$ cat src/rtl/timer_arb_pkg.sv
`default_nettype none
// -----------------------------------------------------------------------------
// TimerArbStruct -- FSM state and holding-register types for timer_arb. Rev 1.0
// -----------------------------------------------------------------------------
package TimerArbStruct;

  typedef enum logic [1:0] {
    ST_IDLE  = 2'd0,
    ST_ISSUE = 2'd1,
    ST_RESP  = 2'd2
  } state_e;

  typedef struct packed {
    logic        ren;
    logic        wen;
    logic [63:0] raddr;
    logic [63:0] waddr;
    logic [63:0] wdata;
    logic [7:0]  wmask;
  } hold_t;

  // A combined read+write request collapses to the write alone.
  function automatic hold_t pack_req(input logic        ren,
                                     input logic        wen,
                                     input logic [63:0] raddr,
                                     input logic [63:0] waddr,
                                     input logic [63:0] wdata,
                                     input logic [7:0]  wmask);
    hold_t h;
    h.ren   = ren & ~wen;
    h.wen   = wen;
    h.raddr = raddr;
    h.waddr = waddr;
    h.wdata = wdata;
    h.wmask = wmask;
    return h;
  endfunction

endpackage
`default_nettype wire

$ cat src/rtl/timer_arb_rr_arb2.sv
`default_nettype none
// -----------------------------------------------------------------------------
// rr_arb2 -- combinational two-way round-robin pick with port-0 lock override.
// Rev 1.0
// -----------------------------------------------------------------------------
module rr_arb2 (
  input  logic [1:0] req,
  input  logic       last,
  input  logic       lock_force,
  output logic [1:0] gnt
);

  always_comb begin
    gnt = 2'b00;
    if (lock_force && req[0]) begin
      gnt = 2'b01;
    end else begin
      unique case (req)
        2'b01:   gnt = 2'b01;
        2'b10:   gnt = 2'b10;
        // On a tie the port that was not granted last wins.
        2'b11:   gnt = last ? 2'b01 : 2'b10;
        default: gnt = 2'b00;
      endcase
    end
  end

endmodule
`default_nettype wire

$ cat src/rtl/timer_arb.sv
`default_nettype none
// -----------------------------------------------------------------------------
// timer_arb -- arbitrates two requesters onto one timer MMIO slave, fixed
// 3-cycle turnaround. Port-0 grant lock built with TIMER_ARB_LOCK_EN. Rev 1.0
// -----------------------------------------------------------------------------
module timer_arb
  import TimerArbStruct::*;
#(
  parameter int LOCK_MAX = 4
) (
  input  logic        clk,
  input  logic        rstn,

  input  logic        m0_ren,
  input  logic        m0_wen,
  input  logic [63:0] m0_raddr,
  input  logic [63:0] m0_waddr,
  input  logic [63:0] m0_wdata,
  input  logic [7:0]  m0_wmask,
  output logic [63:0] m0_rdata,
  output logic        m0_rvalid,
  output logic        m0_wvalid,

  input  logic        m1_ren,
  input  logic        m1_wen,
  input  logic [63:0] m1_raddr,
  input  logic [63:0] m1_waddr,
  input  logic [63:0] m1_wdata,
  input  logic [7:0]  m1_wmask,
  output logic [63:0] m1_rdata,
  output logic        m1_rvalid,
  output logic        m1_wvalid,

  output logic        s_ren,
  output logic        s_wen,
  output logic [63:0] s_raddr,
  output logic [63:0] s_waddr,
  output logic [63:0] s_wdata,
  output logic [7:0]  s_wmask,
  input  logic [63:0] s_rdata,

`ifdef TIMER_ARB_LOCK_EN
  input  logic        lock0,
`endif
  output logic        busy
);

  state_e      state_q, state_d;
  hold_t       hold_q, hold_d;
  logic        gnt_q, gnt_d;
  logic        last_q, last_d;
  logic        s_ren_q, s_ren_d;
  logic        s_wen_q, s_wen_d;
  logic        m0_rvalid_q, m0_rvalid_d;
  logic        m0_wvalid_q, m0_wvalid_d;
  logic        m1_rvalid_q, m1_rvalid_d;
  logic        m1_wvalid_q, m1_wvalid_d;
  logic [63:0] m0_rdata_q, m0_rdata_d;
  logic [63:0] m1_rdata_q, m1_rdata_d;
  logic        busy_q, busy_d;

  logic [1:0]  req;
  logic [1:0]  gnt;
  logic        lock_force;

  assign req = {m1_ren | m1_wen, m0_ren | m0_wen};

  rr_arb2 u_rr_arb2 (
    .req        (req),
    .last       (last_q),
    .lock_force (lock_force),
    .gnt        (gnt)
  );

`ifdef TIMER_ARB_LOCK_EN
  localparam logic [3:0] LOCK_LIMIT = 4'(LOCK_MAX);

  logic [3:0] lock_cnt_q, lock_cnt_d;

  assign lock_force = lock0 && (lock_cnt_q < LOCK_LIMIT);

  // Counter only moves on arbitration cycles; an exhausted run clears it so
  // the same IDLE cycle falls back to round-robin.
  always_comb begin
    lock_cnt_d = lock_cnt_q;
    if (state_q == ST_IDLE) begin
      if (!lock0 || (lock_cnt_q >= LOCK_LIMIT)) begin
        lock_cnt_d = 4'd0;
      end else if (lock_force && req[0]) begin
        lock_cnt_d = lock_cnt_q + 4'd1;
      end
    end
  end

  always_ff @(posedge clk or negedge rstn) begin
    if (!rstn) begin
      lock_cnt_q <= 4'd0;
    end else begin
      lock_cnt_q <= lock_cnt_d;
    end
  end
`else
  // No lock hardware in this build; LOCK_MAX is referenced but has no effect.
  assign lock_force = 1'b0 & (LOCK_MAX != 0);
`endif

  always_comb begin
    state_d     = state_q;
    hold_d      = hold_q;
    gnt_d       = gnt_q;
    last_d      = last_q;
    s_ren_d     = 1'b0;
    s_wen_d     = 1'b0;
    m0_rvalid_d = 1'b0;
    m0_wvalid_d = 1'b0;
    m1_rvalid_d = 1'b0;
    m1_wvalid_d = 1'b0;
    m0_rdata_d  = 64'd0;
    m1_rdata_d  = 64'd0;

    unique case (state_q)
      ST_IDLE: begin
        if (|gnt) begin
          gnt_d   = gnt[1];
          last_d  = gnt[1];
          hold_d  = gnt[1] ? pack_req(m1_ren, m1_wen, m1_raddr, m1_waddr, m1_wdata, m1_wmask)
                           : pack_req(m0_ren, m0_wen, m0_raddr, m0_waddr, m0_wdata, m0_wmask);
          s_ren_d = hold_d.ren;
          s_wen_d = hold_d.wen;
          state_d = ST_ISSUE;
        end
      end
      ST_ISSUE: begin
        state_d = ST_RESP;
        if (gnt_q) begin
          m1_rvalid_d = hold_q.ren;
          m1_wvalid_d = hold_q.wen;
          m1_rdata_d  = s_rdata;
        end else begin
          m0_rvalid_d = hold_q.ren;
          m0_wvalid_d = hold_q.wen;
          m0_rdata_d  = s_rdata;
        end
      end
      ST_RESP: begin
        state_d = ST_IDLE;
      end
      default: begin
        state_d = ST_IDLE;
      end
    endcase

    busy_d = (state_d != ST_IDLE);
  end

  always_ff @(posedge clk or negedge rstn) begin
    if (!rstn) begin
      state_q     <= ST_IDLE;
      hold_q      <= '0;
      gnt_q       <= 1'b0;
      last_q      <= 1'b0;
      s_ren_q     <= 1'b0;
      s_wen_q     <= 1'b0;
      m0_rvalid_q <= 1'b0;
      m0_wvalid_q <= 1'b0;
      m1_rvalid_q <= 1'b0;
      m1_wvalid_q <= 1'b0;
      m0_rdata_q  <= 64'd0;
      m1_rdata_q  <= 64'd0;
      busy_q      <= 1'b0;
    end else begin
      state_q     <= state_d;
      hold_q      <= hold_d;
      gnt_q       <= gnt_d;
      last_q      <= last_d;
      s_ren_q     <= s_ren_d;
      s_wen_q     <= s_wen_d;
      m0_rvalid_q <= m0_rvalid_d;
      m0_wvalid_q <= m0_wvalid_d;
      m1_rvalid_q <= m1_rvalid_d;
      m1_wvalid_q <= m1_wvalid_d;
      m0_rdata_q  <= m0_rdata_d;
      m1_rdata_q  <= m1_rdata_d;
      busy_q      <= busy_d;
    end
  end

  assign s_ren     = s_ren_q;
  assign s_wen     = s_wen_q;
  assign s_raddr   = hold_q.raddr;
  assign s_waddr   = hold_q.waddr;
  assign s_wdata   = hold_q.wdata;
  assign s_wmask   = hold_q.wmask;
  assign m0_rvalid = m0_rvalid_q;
  assign m0_wvalid = m0_wvalid_q;
  assign m0_rdata  = m0_rdata_q;
  assign m1_rvalid = m1_rvalid_q;
  assign m1_wvalid = m1_wvalid_q;
  assign m1_rdata  = m1_rdata_q;
  assign busy      = busy_q;

endmodule
`default_nettype wire
$ cat config.mk
export PLATFORM = sky130hd
export DESIGN_NAME = timer_arb
export DESIGN_NICKNAME = d
export VERILOG_FILES = /design/src/rtl/timer_arb_pkg.sv /design/src/rtl/timer_arb_rr_arb2.sv /design/src/rtl/timer_arb.sv
export SDC_FILE = /design/constraint.sdc
export NUM_CORES = 1
export LEC_CHECK = 0
export ABC_AREA = 0
export BUFFER_PORTS_ARGS = -buffer_cell sky130_fd_sc_hd__buf_2
export CORE_AREA = 2 2 310 312
export DETAILED_ROUTE_END_ITERATION = 16
export DIE_AREA = 0 0 312 314
export GPL_ROUTABILITY_DRIVEN = 0
export SETUP_SLACK_MARGIN = 0.02
export SYNTH_ARGS = -nofsm -noshare
export SYNTH_HDL_FRONTEND = slang
export SYNTH_SLANG_ARGS = --single-unit
$ cat constraint.sdc
create_clock -name clk -period 1.58 [get_ports clk]
set_input_delay 0.158 -clock clk [delete_from_list [all_inputs] [get_ports clk]]
set_output_delay 0.158 -clock clk [all_outputs]
set_load 0.01 [all_outputs]
# [Word-level counts from Yosys, hierarchy flattened]
# Index checks and enable logic that the tools add are counted.
[totals] latch_bits=0 rom_bits=0 n_memories=0 ram_bits=0 output_inout_bits=335 regBits=340
[op_classes] n_lt_le_gt_ge=0 n_addsub=0 shifts=0 bitwise=6 div=0 multipliers=0 reduce_logical=4 n_eq_ne=4 n_mux=21
[op_table] operator="64-bit two-way mux" count=4
[op_table] operator="202-bit two-way mux" count=1
[op_table] operator="1-bit two-way mux" count=12
[op_table] operator="2-bit one-hot mux with 3 select lines" count=1
[op_table] operator="2-bit by 1-bit == test with 1-bit output (second input constant)" count=2
[op_table] operator="2-bit == test (second input constant)" count=2
[op_table] operator="2-bit two-way mux" count=2
[op_table] operator="2-bit one-hot mux with 2 select lines" count=1
[op_table] operator="1-bit bitwise AND" count=2
[op_table] operator="2-bit zero test" count=1
[op_table] operator="1-bit NOT" count=2
[op_table] operator="1-bit bitwise OR" count=2
[op_table] operator="2-bit AND reduction" count=1
[op_table] operator="2-bit nonzero test" count=1
[op_table] operator="2-bit OR reduction" count=1

# [Logic depth before layout (Yosys ltp)]
# Gate-level depths: netlist (run 1).
[depth] word_depth=7 mapped_depth=7

# [Cells and area by module]
# A second synthesis (run 1) with hierarchy kept.
[hier_totals] cells_unflattened=1162 hier_area_um2=16022.9
[modules_own_cells] mod="timer_arb" cells_per_inst=1158 seq_area_each_um2=8508.2 area_per_inst_um2=16000.3 n_inst=1
[modules_own_cells] mod="rr_arb2" cells_per_inst=4 seq_area_each_um2=0.0 area_per_inst_um2=22.5 n_inst=1

# [Worst setup path before layout (run 1)]
# OpenSTA, ideal clock, no wires.
[synth_path] path_kind="flip-flop to flip-flop" startpoint="register last_q" endpoint="register hold_q, in the netlist s_raddr[0]" setup_slack_ns=0.115 arrival_time_ns=1.383 required_time_ns=1.498 stages_incl_launch_ff=7 synth_period_minus_slack_ns=1.465 n_path_buf=3 cell_sequence="dfrtp_1 > buf_2 > o21ai_0 > clkbuf_1 > clkbuf_1 > nand3b_1 > a31oi_1"
[synth_between] elab_chain_cells=4 elab_cells_between_ends=5 classes_between="mux (3); reduce/logical (2)"
[synth_rtl] element="from (decl)" line="timer_arb.sv:51" source="logic last_q, last_d;"
[synth_rtl] element="from (signal assigned)" line="timer_arb.sv:175" source="last_q <= last_d;"
[synth_rtl] element="2-bit two-way mux *" line="timer_arb_rr_arb2.sv:22" source="2'b11: gnt = last ? 2'b01 : 2'b10;"
[synth_rtl] element="2-bit one-hot mux with 3 select lines *" line="timer_arb_rr_arb2.sv:18" source="unique case (req)"
[synth_rtl] element="2-bit OR reduction" line="timer_arb.sv:123" source="if (|gnt) begin"
[synth_rtl] element="2-bit AND reduction (no source line)"
[synth_rtl] element="to (signal assigned)" line="timer_arb.sv:173" source="hold_q <= hold_d;"
[synth_rtl] element="to (decl)" line="timer_arb.sv:49" source="hold_t hold_q, hold_d;"
# Every way passes the cells marked *; elsewhere a longest branch is shown, timed or not.
# A chain may end at the register's enable or synchronous reset.

# [Worst setup path in the final report (run 1)]
[layout_path] startpoint="register last_q" endpoint="register hold_q, in the netlist s_wdata[48]"
# Same word-level chain as after synthesis.

==> results of run 1 <==
final cells by class:
| cell class | count | area share, % |
|---|---|---|
| timing repair buffer | 1403 | 37.3 |
| sequential | 340 | 30.7 |
| multi-input combinational | 958 | 20.9 |
| tap | 1265 | 5.70 |
| clock buffer | 56 | 4.27 |
| clock inverter | 20 | 0.970 |
| inverter | 2 | 0.0857 |
| timing repair inverter | 2 | 0.0722 |
| antenna | 2 | 0.0180 |
power by group:
part / internal [mW] / switching (mW) / total, mW
combinational: 8.84 / 12.9 / 21.7
clock: 6.12 / 4.07 / 10.2
sequential: 12.2 / 1.96 / 14.2
cells in the mapped netlist (all sizes together) (2+ instances only):
cell type,n,share of area (%)
nand2,3,0.083
nand2b,2,0.075
and2,66,2.5
and3,66,2.5
inv,2,0.045
nor2,4,0.090
dfrtp,340,51
buf,241,11
a31oi,201,7.6
nand3b,201,9.1
o21ai,202,6.1
nor3b,2,0.090
nor3,2,0.060
clkbuf,136,3.1
a21oi,203,6.1
placed cells by master, fill, tap and decap left out, drive strengths merged:
cell type / instances
dlygate4sd3: 465
clkinv: 10
nor3: 2
a21o: 1
nand2: 3
nand3b: 201
inv: 5
and2: 66
o31ai: 1
o21ai: 202
o21a: 1
bufinv: 5
or2: 1
a31oi: 201
dfrtp: 340
and3: 66
a21oi: 203
clkinvlp: 4
nand2b: 2
or4: 1
nor4: 1
nor3b: 2
buf: 932
clkbuf: 62
nor2: 4
diode: 2
critical path: stages (launching register included):
cell and delay [ns]:
dfrtp_2 0.46, o21a_4 0.19, buf_6 0.16, clkbuf_16 0.20, o21ai_0 0.27, a31oi_1 0.13
flip-flops by register name, summed over array words and instances (netlist names), 2 cells and up:
signal,flops
hold_q,2
s_wdata,64
s_wmask,8
s_waddr,64
m0_rdata,64
m1_rdata,64
state_q,2
s_raddr,64
worst paths after layout:
| check | endpoint | slack, ns |
|---|---|---|
| hold / removal | s_wen | 0.07 |
| setup / recovery | s_wdata[48] | 0.007 |
| setup reg to reg | s_wdata[48] | 0.007 |
| hold reg to reg | m0_wvalid | 0.52 |
| min in group asynchronous | s_wdata[56] | 0.16 |
| max in group asynchronous | s_raddr[53] | 0.75 |
cell families after synthesis:
family / synth area share, %
DFF: 51.3
buffers and inverters: 14.2
and+or+nand+nor: 14.6
AOI/OAI and AO/OA: 19.9
routing by layer:
| layer | share of wire (%) | wire, microns | vias up | track usage, % |
|---|---|---|---|---|
| met3 | 10 | 7850 | 205 | 4.22 |
| met2 | 47 | 36400 | 1185 | 23.6 |
| li1 | - | - | 7961 | - |
| met4 | 4.2 | 3260 | 2 | 6.38 |
| met1 | 39 | 30500 | 8620 | 17.3 |
| met5 | 0.017 | 13 | - | 0 |
repair_timing:
item | CTS | global route
hold endpoints to repair | 668 | 0
hold buffers | 465 | 0
gates resized for setup | 8 | 32
gates cloned | 0 | 9
setup buffers | 0 | 8
pin swaps | 0 | 3
endpoints found under the setup margin | 97 | 135
==> results by group, run 1 <==
Run
  – Max Cap Viol: 0

Placed design
  – Dpl cells: 3488
  – Placed instance area: 0.0213 sq mm
  – Worst slack, placed: -0.169 ns
  – IO Port Bufs: 804
  – DP Wirelength: 50.8 mm

Global route
  – Initial antenna violation count: 4
  – Total global-route track usage: 14.3%
  – Vias in the first global route: 18000
  – Largest net degree at the start of global routing: 80
  – Grt total ovfl: 0
  – First-pass GRT wire length: 109 mm

Logic synthesis
  – Number of enable flip-flop cells after synthesis: 0
  – Syn nets: 2147
  – Count of cell types in the netlist: 25
  – Main synth FF type: dfrtp_1
  – Ys Warns: 0
  – Ys async rst share: 100%
  – Syn avg cell area: 9.89 sq um
  – Post-Synthesis Cells: ~1700
  – Post-synthesis sequential area ratio: about half
  – Synth Cell Area: 0.0166 sq mm
  – Yosys reg bits: 340

Worst setup path
  – Worst r2r src: last_q
  – Beginning of the critical path: last_q
  – Worst R2R Path Depth: 5
  – Nature of the critical path endpoint: register
  – CP required: 2.02 ns
  – Worst path arrival time: 2.02 ns
  – Crit path max fanout: 14
  – Critical path launch point type: register
  – Critical path type: register to register

Floorplan
  – Die height: 314 microns
  – Full die area: 0.0980 sq mm
  – FP Rows: roughly 110
  – DIE WIDTH: 312 microns
  – Core Footprint: 0.0944 sq mm
  – Initial core utilization: 17.6%
  – I/O pins: roughly 810

Timing
  – # setup viols final: 0
  – Fin. Hold Viols: 0
  – Fin worst setup slack: 0.00667 ns
  – Max_slew headroom: 59.2%
  – Achievable Freq: 0.636 GHz
  – Final cycle utilization of the critical path: 99.6%
  – Minimum clock period: 1.57 ns
  – Max-slew violations: 0
  – Setup_tns: 0 ns
  – Final Skew: 0.0138 ns
  – Worst-margin pin slew: around 0.61 ns
  – RSZ-0062 raised after global routing: yes
  – Hold Slack: roughly 0.074 ns

CTS
  – Clock-pin slew on the worst setup and hold paths: 0.06 ns
  – H-tree levels: 2
  – Clock sinks: 340
  – Clock Root Buffer: clkbuf_16
  – CTS buffer count: 41
  – CTS tree: done
  – CTS max path bufs: 3
  – Worst-Skew Late Latency: 0.58 ns

Status
  – Status: finished, final reports clean

Drt
  – Final wirelength: 77.9 mm
  – WL per Instance: 19.3 microns
  – Remaining antenna violation count: 0
  – DR vias/cell: 4.44
  – DR vias: 18000
  – DRC Markers: 0
  – First DRT Iteration DRCs: slightly below 2000
  – Detailed Routing Iterations Pass 1: 5

Hold path
  – Hold Crit Class: input pin to register
  – Hold path depth: 4
  – Worst Hold Launch: m0_wen

Layout
  – Final core occ: 29.4%
  – Finished Layout Cells: 4048
  – Fill cell count: 9662
  – Footprint of the multi-input gates: 0.00579 sq mm
  – Finished Cell Area: 0.0277 sq mm
  – Nets: 3218
  – Sequential Area: 0.00851 sq mm
  – Area delta synth->final: 67.3%
  – Fraction of layout cells with a size suffix above 1: between 30% and 40%

Power
  – Ratio of total power to cell area: 1660 mW/mm^2
  – Static Leak: 12.8 nW
  – Power Total: ~46 mW
  – Worst IR drop on VDD: roughly 0.78 mV
Note: power is estimated with default switching activity, not from simulation.
==> run 2, diff against run 1 <==
--- a/config.mk
+++ b/config.mk
@@ -7,9 +7,9 @@
 export LEC_CHECK = 0
 export ABC_AREA = 0
 export BUFFER_PORTS_ARGS = -buffer_cell sky130_fd_sc_hd__buf_2
-export CORE_AREA = 2 2 310 312
+export CORE_AREA = 3 3 311 313
 export DETAILED_ROUTE_END_ITERATION = 16
-export DIE_AREA = 0 0 312 314
+export DIE_AREA = 0 0 314 316
 export GPL_ROUTABILITY_DRIVEN = 0
 export SETUP_SLACK_MARGIN = 0.02
 export SYNTH_ARGS = -nofsm -noshare
==> run 2 against run 1 <==
The run now ends with setup timing left. Core utilization decreased by 0.14 points. Power fell by 2.7%. Wire length shrank 1.4%. Critical path depth is 1 higher. Via count increased by 0.47%. Die area is 1.3% higher. Flip-flop and latch count stayed put. Global-route usage shrank 0.34 points. Count of clock-buffer cells in the layout decreased by 1. Worst hold slack improved by 0.027 ns. Non-clock buffer count rose by 18. Clock skew increased by 0.015 ns. Critical endpoint is now s_raddr[18].
==> results by group, run 2 (synthesis results as in run 1) <==
Status
  – Status: finished, violations left (was finished, final reports clean)
  – Failing checks: setup timing

Hold path
  – Hold path depth: 5 (was 4)
  – Hold Crit Class: input pin to register (unchanged)
  – Worst hold path endpoint: hold_q[200] (was s_wen)
  – Worst Hold Launch: m1_ren (was m0_wen)

Layout
  – Final core occ: 29.2% (was 29.4%)
  – Fill cell count: 9622 (was 9662)
  – Footprint of the multi-input gates: 0.00580 sq mm (was 0.00579 sq mm)
  – Nets: 3233 (was 3218)
  – Finished Cell Area: 0.0277 sq mm (about the same)
  – Most frequent cells in the layout: buf_2 (803), dlygate4sd3_1 (468), dfrtp_1 (339), a21oi_1 (201), nand3b_1 (201) (was buf_2 (803), dlygate4sd3_1 (465), dfrtp_1 (339), a21oi_1 (203), nand3b_1 (201))
  – Area delta synth->final: 66.8% (was 67.3%)
  – Most common cell after layout, fill and taps aside: buf_2 (unchanged)
  – Fraction of layout cells with a size suffix above 1: 36.8% (was 36.7%)
  – Sequential Area: 0.00851 sq mm (unchanged)

Timing
  – Max-slew violations: 0 (unchanged)
  – Setup_tns: -0.157 ns (was 0 ns)
  – # setup viols final: 7 (was 0)
  – Worst-margin pin slew: 0.589 ns (was 0.613 ns)
  – Achievable Freq: 0.602 GHz (was 0.636 GHz)
  – Fin. Hold Viols: 0 (unchanged)
  – Max_slew headroom: 60.8% (was 59.2%)
  – Fin worst setup slack: -0.0824 ns (was 0.00667 ns)
  – RSZ-0062 raised after global routing: yes (unchanged)
  – Final cycle utilization of the critical path: 105% (was 99.6%)
  – Final Skew: 0.0286 ns (was 0.0138 ns)
  – Minimum clock period: 1.66 ns (was 1.57 ns)

Power
  – Ratio of total power to cell area: 1620 mW/mm^2 (was 1660 mW/mm^2)
  – Comb pwr share: 47.4% (was 47.1%)
  – Net Sw Frac: 41.0% (about the same)
  – Static Leak: 12.8 nW (about the same)
  – Seq pwr share: 31.8% (was 30.8%)
  – Internal Pwr Total: 26.5 mW (was 27.2 mW)
  – Switching power: 18.4 mW (was 18.9 mW)
  – Worst IR drop on VDD: 0.716 mV (was 0.777 mV)
  – Clock share of power: 20.8% (was 22.1%)

CTS
  – H-tree levels: 2 (unchanged)
  – CTS buffer count: 40 (was 41)
  – Clock Root Buffer: clkbuf_16 (unchanged)
  – CTS max path bufs: 3 (unchanged)
  – CTS tree: done (unchanged)
  – Clock-pin slew on the worst setup and hold paths: 0.06 ns (about the same)
  – Clock sinks: 340 (unchanged)
  – Worst-Skew Late Latency: 0.59 ns (was 0.58 ns)

Drt
  – DR vias: 18100 (was 18000)
  – Remaining antenna violation count: 0 (unchanged)
  – DR vias/cell: 4.45 (was 4.44)
  – DRC Markers: 0 (unchanged)
  – First DRT Iteration DRCs: 1660 (was 1923)
  – Detailed Routing Iterations Pass 1: 6 (was 5)
  – WL per Instance: 18.9 microns (was 19.3 microns)
  – Final wirelength: 76.8 mm (was 77.9 mm)

Global route
  – Initial antenna violation count: 5 (was 4)
  – First-pass GRT wire length: 108 mm (was 109 mm)
  – Vias in the first global route: 18300 (was 18000)
  – Grt total ovfl: 0 (unchanged)
  – Largest net degree at the start of global routing: 88 (was 80)
  – Total global-route track usage: 14.0% (was 14.3%)

Worst setup path
  – Critical path's slowest cell: dlygate4sd3_1 (was dfrtp_2)
  – Worst path arrival time: 2.09 ns (was 2.02 ns)
  – Nature of the critical path endpoint: register (unchanged)
  – Buf+Inv Stages, Crit Path: 3 (was 2)
  – CP required: 2.01 ns (was 2.02 ns)
  – Critical path type: input pin to register (was register to register)
  – RR Endpoint: s_waddr[59] (was s_wdata[48])
  – Crit path largest cell delay: 0.53 ns (was 0.46 ns)
  – Reg2Reg Setup Slack: 0.02 ns (was 0.007 ns)
  – Crit path max fanout: 80 (was 14)
  – Worst R2R Path Depth: 4 (was 5)
  – Cell family with most CP delay: buffers and inverters (was compound AO/OA/AOI/OAI gates)
  – Critical path launch point type: input pin (was register)
  – Cell chain of the critical path: dlygate4sd3_1 > buf_2 > or4_4 > buf_12 > a21oi_1 > a31oi_1 (was o21a_4 > buf_6 > clkbuf_16 > o21ai_0 > a31oi_1)
  – Worst r2r src: last_q (unchanged)
  – CP Depth: 6 (was 5)

Floorplan
  – I/O pins: 805 (unchanged)
  – Initial core utilization: 17.5% (was 17.6%)
  – Core Footprint: 0.0946 sq mm (was 0.0944 sq mm)
  – Die height: 316 microns (was 314 microns)
  – Full die area: 0.0992 sq mm (was 0.0980 sq mm)
  – DIE WIDTH: 314 microns (was 312 microns)
  – FP Rows: 113 (unchanged)

Placed design
  – DP Wirelength: 51.3 mm (was 50.8 mm)
  – Placed instance area: 0.0214 sq mm (was 0.0213 sq mm)
  – IO Port Bufs: 804 (unchanged)

Run
  – Max Cap Viol: 0 (unchanged)
==> run 2: power groups by stage <==
stage | Sequential, mW | Clock, mW | Combinational, mW
floorplan | 14.0 | 0 | 13.3
global placement | 14.2 | 0 | 19.0
detailed placement | 14.2 | 0 | 19.2
CTS | 14.2 | 9.59 | 20.1
global route | 14.5 | 9.92 | 22.9
finish | 14.3 | 9.33 | 21.3
==> run 2: worst register-to-register path: stages, from the launching register on <==
cell	delay (ns)
dfrtp_2	0.45
o21a_4	0.16
buf_12	0.16
o21ai_0	0.49
a31oi_1	0.14
==> run 2: how the worst max path moves through the flow <==
stage / startpoint / to / slack, ns
finish: m0_wen / s_raddr[18] / -0.08
global route: last_q / s_waddr[53] / -0.005
CTS: m0_wen / s_raddr[30] / 0.03
detailed placement: m1_wen / s_wmask[1] / -0.15
global placement: m1_wen / s_wmask[1] / -0.12
floorplan: last_q / s_raddr[0] / 0.12
==> run 2: repair_timing <==
item                       in CTS  in global routing
hold endpoints to repair      669                  0
gates cloned                    0                  5
setup buffers                   0                  6
setup endpoints to repair      11                128
resized for setup               3                 26
pin swaps                       0                  3
hold buffers                  468                  0
==> run 2: layout make-up <==
| cell class | count | share of cell area (%) |
|---|---|---|
| Timing Repair Buffer | 1421 | 37.7 |
| Sequential cell | 340 | 30.8 |
| Multi-Input combinational cell | 958 | 21.0 |
| Tap cell | 1265 | 5.72 |
| Clock buffer | 55 | 4.04 |
| Clock inverter | 14 | 0.665 |
| Inverter | 2 | 0.0859 |
| Antenna cell | 3 | 0.0271 |
==> run 2: routing by layer <==
layer  track usage (%)  up-vias  part of all wire [%]
li1                  -     7985                     -
met1              16.0     8524                    37
met2              23.4     1237                    47
met3              4.06      312                   9.7
met4              7.91        0                   5.9
met5                 0        -                     0
==> run 2: metrics by stage <==
stage,total power [mW],instances,worst slack [ns],hold WS (ns)
2_1_floorplan,27.2,1677,0.115,-0.138
3_3_place_gp,33.3,3507,-0.125,0.0487
3_5_place_dp,33.4,3507,-0.147,0.0496
4_1_cts,43.9,4044,0.0274,0.0277
5_1_grt,47.3,4057,-0.00537,0.0979
6_report,44.8,4058,-0.0824,0.101
==> run 3, diff against run 2 <==
--- a/config.mk
+++ b/config.mk
@@ -12,6 +12,7 @@
 export DIE_AREA = 0 0 314 316
 export GPL_ROUTABILITY_DRIVEN = 0
 export SETUP_SLACK_MARGIN = 0.02
+export SKIP_CTS_REPAIR_TIMING = 1
 export SYNTH_ARGS = -nofsm -noshare
 export SYNTH_HDL_FRONTEND = slang
 export SYNTH_SLANG_ARGS = --single-unit
==> run 3 against run 2 <==
The run now ends clean. Design area down 0.45%. Critical endpoint is now s_waddr[59]. Register-to-register slack about the same. Sequential share of layout area is 0.14 points higher. Clock power about the same. Combinational power hardly changed. Non-clock buffer count shrank 7.
==> results by group, run 3 (synthesis results as in run 1) <==
Status
  – Status: finished, final reports clean (was finished, violations left)

Floorplan
  – Initial core utilization: 17.5% (unchanged)
  – Die height: 316 microns (unchanged)
  – I/O pins: 805 (unchanged)
  – FP Rows: 113 (unchanged)
  – Full die area: 0.0992 sq mm (unchanged)
  – Core Footprint: 0.0946 sq mm (unchanged)
  – DIE WIDTH: 314 microns (unchanged)

CTS
  – CTS tree: done (unchanged)
  – Clock-pin slew on the worst setup and hold paths: 0.06 ns (about the same)
  – Clock sinks: 340 (unchanged)
  – CTS max path bufs: 3 (unchanged)
  – Worst-Skew Late Latency: 0.59 ns (about the same)
  – H-tree levels: 2 (unchanged)
  – CTS buffer count: 40 (unchanged)
  – Clock Root Buffer: clkbuf_16 (unchanged)

Timing
  – Max-slew violations: 0 (unchanged)
  – Achievable Freq: 0.640 GHz (was 0.602 GHz)
  – Fin. Hold Viols: 0 (unchanged)
  – Minimum clock period: 1.56 ns (was 1.66 ns)
  – Final cycle utilization of the critical path: 98.8% (was 105%)
  – Worst-margin pin slew: 0.760 ns (was 0.589 ns)
  – # setup viols final: 0 (was 7)
  – Max_slew headroom: 49.1% (was 60.8%)
  – RSZ-0062 raised after global routing: yes (unchanged)
  – Final Skew: 0.0235 ns (was 0.0286 ns)
  – Fin worst setup slack: 0.0183 ns (was -0.0824 ns)

Placed design
  – DP Wirelength: 51.3 mm (unchanged)
  – IO Port Bufs: 804 (unchanged)
  – Worst slack, placed: -0.147 ns (unchanged)
  – Placed instance area: 0.0214 sq mm (unchanged)

Drt
  – Detailed Routing Iterations Pass 1: 6 (unchanged)
  – DRC Markers: 0 (unchanged)
  – WL per Instance: 18.9 microns (about the same)
  – DR vias: 18100 (about the same)
  – DR vias/cell: 4.46 (was 4.45)
  – Final wirelength: 76.5 mm (was 76.8 mm)
  – First DRT Iteration DRCs: 1718 (was 1660)
  – Remaining antenna violation count: 0 (unchanged)

Power
  – Worst IR drop on VDD: 0.761 mV (was 0.716 mV)
  – Static Leak: 12.8 nW (about the same)
  – Power Total: 44.6 mW (was 44.8 mW)
  – Ratio of total power to cell area: 1620 mW/mm^2 (about the same)

Layout
  – Most common cell after layout, fill and taps aside: buf_2 (unchanged)
  – Area delta synth->final: 66.0% (was 66.8%)
  – Nets: 3226 (was 3233)
  – Most frequent cells in the layout: buf_2 (803), dlygate4sd3_1 (467), dfrtp_1 (339), a21oi_1 (203) (was buf_2 (803), dlygate4sd3_1 (468), dfrtp_1 (339), a21oi_1 (201), nand3b_1 (201))
  – Finished Cell Area: 0.0275 sq mm (was 0.0277 sq mm)
  – Fraction of layout cells with a size suffix above 1: 36.6% (was 36.8%)

Worst setup path
  – Crit path max fanout: 40 (was 80)
  – Critical path type: register to register (was input pin to register)
  – Critical path launch point type: register (was input pin)
  – Worst path arrival time: 2.01 ns (was 2.09 ns)
  – CP required: 2.02 ns (was 2.01 ns)
  – Nature of the critical path endpoint: register (unchanged)

Global route
  – Total global-route track usage: 12.5% (was 14.0%)
  – Vias in the first global route: 15100 (was 18300)
  – Grt total ovfl: 0 (unchanged)
  – First-pass GRT wire length: 94.3 mm (was 108 mm)
  – Largest net degree at the start of global routing: 88 (unchanged)
  – Initial antenna violation count: 5 (unchanged)

Hold path
  – Hold Crit Class: input pin to register (unchanged)

Run
  – Max Cap Viol: 0 (unchanged)
-- run 3: area by class of cell --
class	instances	area, sq um
fillers	9621	67100
repair buffers	1414	10300
flip-flops and latches	340	8510
multi-input cells	958	5780
well taps	1265	1580
clock buffers	55	1120
clock inverters	14	184
inverters	2	20.0
diodes	2	5.00
-- run 3: where the power goes --
group / internal, mW / switching (mW) / total [mW]
sequential: 12.2 / 2.01 / 14.2
clock: 5.33 / 3.97 / 9.30
combinational: 8.78 / 12.3 / 21.1
total: 26.3 / 18.3 / 44.6
-- run 3: worst paths after layout --
kind                                   from      endpoint  slack [ns]  depth (start not counted)
worst max-delay path                 last_q   s_waddr[59]        0.02                          4
worst min-delay path                 m0_ren   hold_q[201]        0.06                          4
worst max register to register       last_q   s_waddr[59]        0.02                          4
worst min register to register  hold_q[201]     m0_rvalid        0.51                          1
max in group asynchronous              rstn  m0_rdata[62]        0.18                          3
min in group asynchronous              rstn    s_wdata[4]        0.23                          3
-- run 3: worst max-delay path: stages, from the launching register on --
cell and delay, ns:
dfrtp_2 0.45, o21a_4 0.16, buf_12 0.16, o21ai_0 0.43, a31oi_1 0.14
-- run 3: per-layer routing --
metal / share of wire [%] / global-route usage, %
met5: 0.013 / 0
met1: 37 / 14.5
met2: 48 / 21.0
met3: 9.7 / 4.33
met4: 5.8 / 5.22
-- run 3: stage by stage --
| stage | instances | hold slack, ns | TNS [ns] | util (%) |
|---|---|---|---|---|
| 2_1_floorplan | 1677 | -0.138 | 0 | - |
| 3_3_place_gp | 3507 | 0.0487 | -5.79 | 22.6 |
| 3_5_place_dp | 3507 | 0.0496 | -7.79 | 22.6 |
| 4_1_cts | 3576 | -0.622 | -0.0866 | 24.0 |
| 5_1_grt | 4050 | 0.0274 | -0.0949 | 29.1 |
| 6_report | 4050 | 0.0556 | 0 | 29.1 |
